File: src/rtl/cubehash_pkg.sv
// Shared types and sizes for the CubeHash core controller.
package cubehash_pkg;

    localparam int WORD_W    = 16;
    localparam int BLK_W     = 256;
    localparam int WORDS_DEF = BLK_W / WORD_W;
    localparam int CNT_W     = 5;

    typedef enum logic [2:0] {
        ST_IDLE,
        ST_INIT,
        ST_LOAD,
        ST_WAIT,
        ST_FETCH,
        ST_OUT,
        ST_ERR
    } state_e;

    // Saturating step so a long stay in one state never wraps the counter.
    function automatic logic [CNT_W-1:0] cnt_step(input logic [CNT_W-1:0] c);
        return (c == {CNT_W{1'b1}}) ? c : c + 1'b1;
    endfunction

endpackage

File: src/rtl/cubehash_ctrl.sv
// Sequences one 256-bit block into a 16-bit CubeHash core and reads the digest back; optional ack watchdog under CUBEHASH_CTRL_TIMEOUT_EN.
// Latency: single-block message reaches digest_valid 1 + WORDS + W + (WORDS+1) cycles after the accept edge (W = wait cycles incl. the ignored one).
// Backpressure: one block in flight; msg_ready only in IDLE, digest held stable until digest_ready.
module cubehash_ctrl
    import cubehash_pkg::*;
#(
    parameter int WORDS          = WORDS_DEF,
    parameter int TIMEOUT_CYCLES = 1024
) (
    input  logic                    clk,
    input  logic                    rst,
    input  logic                    msg_valid,
    output logic                    msg_ready,
    input  logic [WORDS*WORD_W-1:0] msg_data,
    input  logic                    msg_last,
    output logic                    digest_valid,
    input  logic                    digest_ready,
    output logic [WORDS*WORD_W-1:0] digest_data,
    output logic                    hash_error,
    output logic                    core_init,
    output logic                    core_load,
    output logic                    core_fetch,
    output logic [WORD_W-1:0]       core_idata,
    input  logic [WORD_W-1:0]       core_odata,
    input  logic                    core_ack
);

    localparam int                IDX_W     = $clog2(WORDS);
    localparam logic [CNT_W-1:0] LAST_IDX  = CNT_W'(WORDS - 1);
    localparam logic [CNT_W-1:0] FETCH_END = CNT_W'(WORDS);

    state_e                         state;
    state_e                         state_nxt;
    logic [CNT_W-1:0]               cnt;
    logic                           first_blk;
    logic                           last_reg;
    logic [WORDS-1:0][WORD_W-1:0]   msg_reg;
    logic [WORDS-1:0][WORD_W-1:0]   digest_reg;
    logic [IDX_W-1:0]               cap_idx;
    logic                           to_hit;

    // The core returns word k one cycle after fetch k, so capture lags the counter by one.
    assign cap_idx     = IDX_W'(cnt - 1'b1);
    assign digest_data = digest_reg;

    always_ff @(posedge clk) begin
        if (rst) begin
            state     <= ST_IDLE;
            cnt       <= '0;
            first_blk <= 1'b1;
        end else begin
            state <= state_nxt;
            if (state_nxt != state) begin
                cnt <= '0;
            end else begin
                cnt <= cnt_step(cnt);
            end
            if (state == ST_OUT && state_nxt == ST_IDLE) begin
                first_blk <= 1'b1;
            end else if (state_nxt == ST_LOAD && state != ST_LOAD) begin
                first_blk <= 1'b0;
            end
        end
    end

    always_ff @(posedge clk) begin
        if (msg_valid && msg_ready) begin
            msg_reg  <= msg_data;
            last_reg <= msg_last;
        end
        if (state == ST_FETCH && cnt != '0) begin
            digest_reg[cap_idx] <= core_odata;
        end
    end

    always_comb begin
        state_nxt    = state;
        msg_ready    = 1'b0;
        digest_valid = 1'b0;
        core_init    = 1'b0;
        core_load    = 1'b0;
        core_fetch   = 1'b0;
        core_idata   = '0;
        case (state)
            ST_IDLE: begin
                msg_ready = 1'b1;
                if (msg_valid) begin
                    state_nxt = first_blk ? ST_INIT : ST_LOAD;
                end
            end
            ST_INIT: begin
                core_init = 1'b1;
                state_nxt = ST_LOAD;
            end
            ST_LOAD: begin
                core_load  = 1'b1;
                core_idata = msg_reg[cnt[IDX_W-1:0]];
                if (cnt == LAST_IDX) begin
                    state_nxt = ST_WAIT;
                end
            end
            ST_WAIT: begin
                // ack may still be high from the previous round on the first cycle
                if (cnt != '0 && core_ack) begin
                    state_nxt = last_reg ? ST_FETCH : ST_IDLE;
                end else if (to_hit) begin
                    state_nxt = ST_ERR;
                end
            end
            ST_FETCH: begin
                core_fetch = (cnt < FETCH_END);
                if (cnt == FETCH_END) begin
                    state_nxt = ST_OUT;
                end
            end
            ST_OUT: begin
                digest_valid = 1'b1;
                if (digest_ready) begin
                    state_nxt = ST_IDLE;
                end
            end
            ST_ERR: begin
                state_nxt = ST_ERR;
            end
            default: begin
                state_nxt = ST_IDLE;
            end
        endcase
        if (rst) begin
            msg_ready    = 1'b0;
            digest_valid = 1'b0;
            core_init    = 1'b0;
            core_load    = 1'b0;
            core_fetch   = 1'b0;
        end
    end

`ifdef CUBEHASH_CTRL_TIMEOUT_EN
    localparam int TO_W = $clog2(TIMEOUT_CYCLES + 1);

    logic [TO_W-1:0] wait_cnt;
    logic            err_q;

    assign to_hit     = (state == ST_WAIT) && (wait_cnt == TO_W'(TIMEOUT_CYCLES - 1));
    assign hash_error = err_q;

    always_ff @(posedge clk) begin
        if (rst) begin
            wait_cnt <= '0;
            err_q    <= 1'b0;
        end else begin
            if (state != ST_WAIT) begin
                wait_cnt <= '0;
            end else begin
                wait_cnt <= wait_cnt + TO_W'(1);
            end
            if (state == ST_WAIT && state_nxt == ST_ERR) begin
                err_q <= 1'b1;
            end
        end
    end
`else
    // Without the watchdog the limit has no consumer.
    logic unused_timeout_cfg;
    assign unused_timeout_cfg = (TIMEOUT_CYCLES != 0);
    assign to_hit             = 1'b0;
    assign hash_error         = 1'b0;
`endif

endmodule
File: config.mk
export PLATFORM = sky130hd
export DESIGN_NAME = cubehash_ctrl
export DESIGN_NICKNAME = d
export VERILOG_FILES = /design/src/rtl/cubehash_pkg.sv /design/src/rtl/cubehash_ctrl.sv
export SDC_FILE = /design/constraint.sdc
export NUM_CORES = 1
export LEC_CHECK = 0
export BUFFER_PORTS_ARGS = -buffer_cell sky130_fd_sc_hd__buf_2
export CORE_ASPECT_RATIO = 1.4
export CORE_MARGIN = 5
export CORE_UTILIZATION = 35
export CTS_CLUSTER_DIAMETER = 40
export CTS_CLUSTER_SIZE = 20
export DETAILED_ROUTE_END_ITERATION = 10
export PLACE_DENSITY = 0.67
export SYNTH_ARGS = -nofsm -noshare
export SYNTH_HDL_FRONTEND = slang
export SYNTH_SLANG_ARGS = --single-unit
File: constraint.sdc
create_clock -name clk -period 7.1 [get_ports clk]
set_input_delay 0.71 -clock clk [delete_from_list [all_inputs] [get_ports clk]]
set_output_delay 0.71 -clock clk [all_outputs]
set_load 0.02 [all_outputs]
Word level (Yosys, flattened, before mapping)
Index checks and enable logic that the tools add are counted.
{ "word_totals": {"out_inout_bits": 278, "regBits": 522, "elab_cells": 89, "in_bits": 278} }
{ "op_classes": {"n_reduce_logical": 11, "order_cmp": 4, "add_sub_neg": 2, "n_eq_ne": 12, "n_mux": 24} }
{ "ops": {"columns": ["operator", "count"], "rows": [
  ["bitwise mux 256 bit", 1],
  ["binary-select mux 16 bit (select 4 bit)", 1],
  ["demux 16 bit (select 4 bit)", 1],
  ["2-to-1 mux 16 bit", 3],
  ["one-hot mux 3 bit (7 select lines)", 1],
  ["2-to-1 mux 3 bit", 6],
  ["== test 5 bit (second input constant)", 2],
  ["less-than comparator 4 x 5 -> 1 bit (second input constant)", 2],
  ["2-to-1 mux 1 bit", 10],
  ["== test 3 x 2 -> 1 bit (second input constant)", 3],
  ["== test 3 bit (second input constant)", 3],
  ["logical AND 1 bit", 6],
  ["zero test 3 bit", 2],
  ["adder 5 x 1 -> 5 bit (second input constant)", 1],
  ["== test 5 x 4 -> 1 bit (second input constant)", 1],
  ["less-than comparator 5 bit (second input constant)", 1],
  ["nonzero test 5 bit", 1],
  [">= comparator 4 x 1 -> 1 bit (second input constant)", 1],
  ["OR reduction 2 bit", 2],
  ["subtractor 4 x 1 -> 4 bit (second input constant)", 1],
  ["== test 3 x 1 -> 1 bit (second input constant)", 1],
  ["!= test 3 x 2 -> 1 bit (second input constant)", 1],
  ["!= test 3 bit", 1],
  ["2-to-1 mux 2 bit", 1]
]} }

Logic depth before layout (Yosys ltp)
{ "logic_depth": {"depth_word": 7, "depth_mapped": 8, "ltp_nobuf": 7} }

Worst setup path after synthesis
No wires, ideal clock.
{ "synth_path": {"path_kind": "input port to flip-flop", "from": "input port rst", "to": "register last_reg, enable pin", "n_path_buf": 1, "t_required_ns": 6.451, "setup_ns": 0.649, "path_stages": 3, "arrival_time_ns": 7.511, "slack_ns": -1.060, "path_cell_list": "clkbuf_1 nor4_1 and2_1"} }
{ "synth_via": {"elab_chain_len": 2} }
{ "synth_rtl": {"columns": ["element", "line_no", "source"], "rows": [
  ["start: declaration", "cubehash_ctrl.sv:11", "input logic rst,"],
  ["2-to-1 mux 1 bit", "cubehash_ctrl.sv:129", "if (rst) begin"],
  ["net msg_ready", "cubehash_ctrl.sv:13", "output logic msg_ready,"],
  ["logical AND 1 bit", "cubehash_ctrl.sv:67", "if (msg_valid && msg_ready) begin"],
  ["end signal: assignment", "cubehash_ctrl.sv:69", "last_reg <= msg_last;"],
  ["end: declaration", "cubehash_ctrl.sv:36", "logic last_reg;"]
]} }
The timed path passes the listed nets, and every way through them passes these cells.
A chain may end at the register's enable or synchronous reset.

Final worst setup path
{ "layout_path": {"from": "register state[0]", "to": "output port core_idata[9]"} }
{ "layout_via": {"elab_chain_len": 2} }
{ "layout_rtl": {"columns": ["element", "line_no", "source"], "rows": [
  ["start: declaration", "cubehash_ctrl.sv:32", "state_e state;"],
  ["start signal: assignment", "cubehash_ctrl.sv:52", "state <= state_nxt;"],
  ["== test 3 x 2 -> 1 bit", "cubehash_ctrl.sv:84", "case (state)"],
  ["2-to-1 mux 16 bit", "cubehash_ctrl.sv:84", null],
  ["end: declaration", "cubehash_ctrl.sv:23", "output logic [WORD_W-1:0] core_idata,"]
]} }
Every way passes these cells.

==> out/qor.csv <==
stage,metric,value,unit
run_status,status,completed,
sta,fmax,230,MHz
sta,WHS,0.287,ns
pwr,Peak supply drop,0.000229,V
sta,final hold vios,0,
cells_and_area,post-layout util,45.7,%
floorplan,num rows,99,
synth,dominant synthesized flop cell,edfxtp_1,
routing,mean routed wirelength per cell,24.5,um
placement,RD Place Congestion,0.837,
cells_and_area,area of the multi-input gates,2440,um^2
cells_and_area,most frequent cells in the layout,"buf_2, edfxtp_1, mux4_2",
cells_and_area,area grow syn2layout,29.9,%
clock_tree,cts repair resizes,0,
synth,flop and latch count out of synthesis,522,
routing,final wirelength,51000,um
global_routing,first-pass GRT wire length,71400,um
clock_tree,CTS sink count,522,
setup_path,slowest CP cell,and2_1,
setup_path,critical path's largest stage delay,0.83,ns
synth,synth unique cells,44,
routing,via count,10008,
setup_path,crit path kind,reg -> out,
clock_tree,CTS tree,yes,
clock_tree,Setup Buffers After CTS,0,
min_path,HP Class,in -> reg,
job,Max-Cap Viols,0,
global_routing,total grt overflow,0,
floorplan,Vert. Die Dim,280,um
synth,"Seq/Total Area, Yosys",85.7,%
setup_path,"critical path fanouts, max",19,
floorplan,Die Area,56700,um^2
clock_tree,Clock Latency Late Sink,0.59,ns
setup_path,cell chain of the critical path,nor3b_4 -> and2_1 -> a22oi_1 -> o211ai_1 -> buf_2,
cells_and_area,ratio of cells with drive above 1 in the final layout,53.2,%
sta,Final Max Tran Viols,0,
setup_path,Critical Path End Type,output pin,
routing,DRT Pass-1 Iters,5,
cells_and_area,fillers,4398,
clock_tree,CTS Hold Bufs,0,
synth,Post-Syn Area,18200,um^2
floorplan,die width,203,um
cells_and_area,design area,23600,um^2
sta,Tmin final,4.34,ns
pwr,Cell Pwr Density,285,nW/um^2
sta,crit share post-route,61.2,%
sta,setup TNS,0,ns
global_routing,pin count of the biggest net entering global routing,178,
placement,Placed Area,21900,um^2
sta,Rel. slew slack,29.3,%
synth,fraction of registers with async set/reset,0,%
cells_and_area,"most common cell after layout, fill and taps aside",buf_2,
placement,Port Buf Inserts,554,
sta,RSZ-0062 raised after global routing,no,
synth,syn avg cell area,23.2,um^2
sta,final setup fails,0,
clock_tree,CTS Buf Count,48,
synth,post-synthesis net count,1071,
setup_path,Arrival @ worst endpoint,3.63,ns
sta,worst slew pin tran,1.06,ns
pwr,Leak Pwr,0.00866,uW
synth,Synth Instances,785,
cells_and_area,Sequential Area,15600,um^2
routing,DRC,0,
floorplan,Starting Density,35.1,%
sta,clock skew,0.0205,ns
routing,DR iter-0 viols,607,
global_routing,number of global-route vias before repair,10529,
clock_tree,clock root cell,clkbuf_16,
cells_and_area,Final nets,1666,
setup_path,Worst Setup Start Kind,register,
synth,YS warnings,0,
global_routing,initial antenna violation count,6,
routing,residual antenna-violating net count after detailed routing,0,
clock_tree,clk slew on worst S/H paths,0.07,ns
placement,Detailed Place HPWL,37500,um
clock_tree,clk buf depth,3,
routing,Vias/cell,4.81,
floorplan,core box area,51800,um^2
clock_tree,H-tree level count,2,
floorplan,Top-Level Pins,556,
global_routing,GRT Resource Usage Total,17.3,%
synth,Post-synth EDFFs,513,
setup_path,worst endpoint required time,6.39,ns
worst max-delay path: cells and delay by family (launching register included):
kind | cells | cell delay [ns]
and+or+nand+nor | 2 | 1.59
AOI/OAI and AO/OA | 2 | 0.71
DFF | 1 | 0.48
buffers and inverters | 1 | 0.24
kinds of logic after synthesis:
group / count (synthesis) / share of synthesized area (%)
flops: 522 / 85.7
simple gates: 83 / 2.32
mux: 69 / 8.21
buf+inv: 52 / 1.22
compound gates: 47 / 1.87
fa+ha+maj: 8 / 0.550
xor+xnor: 3 / 0.144
other cells: 1 / 0.0206
layer usage:
| layer | up-vias | share of wire [%] | wire length, um | track usage, % |
|---|---|---|---|---|
| met2 | 581 | 52 | 26800 | 31.7 |
| met3 | 67 | 9.9 | 5030 | 5.48 |
| met1 | 4933 | 35 | 17700 | 19.1 |
| li1 | 4423 | - | - | - |
| met5 | - | 0.045 | 23 | 0 |
| met4 | 4 | 2.8 | 1420 | 5.50 |
power by group:
group | switching [uW] | leakage, uW | internal, uW | total, uW
registers | 59.7 | 0.00475 | 3490 | 3550
clock network | 1280 | 0.000847 | 1480 | 2760
logic | 228 | 0.00306 | 190 | 418
total | 1560 | 0.00866 | 5160 | 6730
through the flow:
step | instances | setup slack [ns] | power, uW
after floorplan | 785 | 1.77 | 3830
after global placement | 1986 | 3.44 | 4040
after detailed placement | 1986 | 3.42 | 4050
after CTS | 2076 | 2.76 | 6810
after global routing | 2078 | 2.56 | 6960
final | 2082 | 2.76 | 6730
final timing paths:
| check | slack [ns] | start | cells after the start | end |
|---|---|---|---|---|
| worst max register to register | 3.61 | cnt[0]$_SDFFE_PP0P_ | 7 | digest_data[158]$_DFFE_PP_ |
| worst max-delay path | 2.76 | state[0]$_SDFF_PP0_ | 5 | core_idata[9] |
| worst min register to register | 0.53 | last_reg$_DFFE_PP_ | 2 | state[2]$_SDFF_PP0_ |
| worst min-delay path | 0.29 | msg_data[174] | 1 | msg_reg[174]$_DFFE_PP_ |
cell usage after synthesis (2+ instances only):
cell type	count	area share [%]
nand3_1	18	0.50
inv_1	21	0.43
nor2b_1	5	0.17
and2_1	4	0.14
mux2i_1	3	0.17
nand2_1	9	0.19
o21ai_0	5	0.14
ha_1	8	0.55
edfxtp_1	513	85
nor2_1	28	0.58
mux2_2	2	0.12
nor3_1	5	0.14
nor4_1	2	0.069
buf_2	12	0.33
mux4_2	64	7.9
o211ai_1	16	0.66
a22oi_1	16	0.66
dfxtp_1	9	0.99
or4_1	2	0.083
clkbuf_1	15	0.31
a31oi_1	2	0.069
xor2_1	2	0.096
nor3b_1	3	0.12
layout make-up:
type / count / area share (%)
sequential: 522 / 66.0
timing repair buffer: 575 / 12.4
multi-input combinational: 211 / 10.3
clock buffer: 49 / 5.10
tap: 656 / 3.47
clock inverter: 41 / 2.29
inverter: 22 / 0.349
antenna: 6 / 0.0635
No activity file was read; power rests on OpenSTA's default activity.
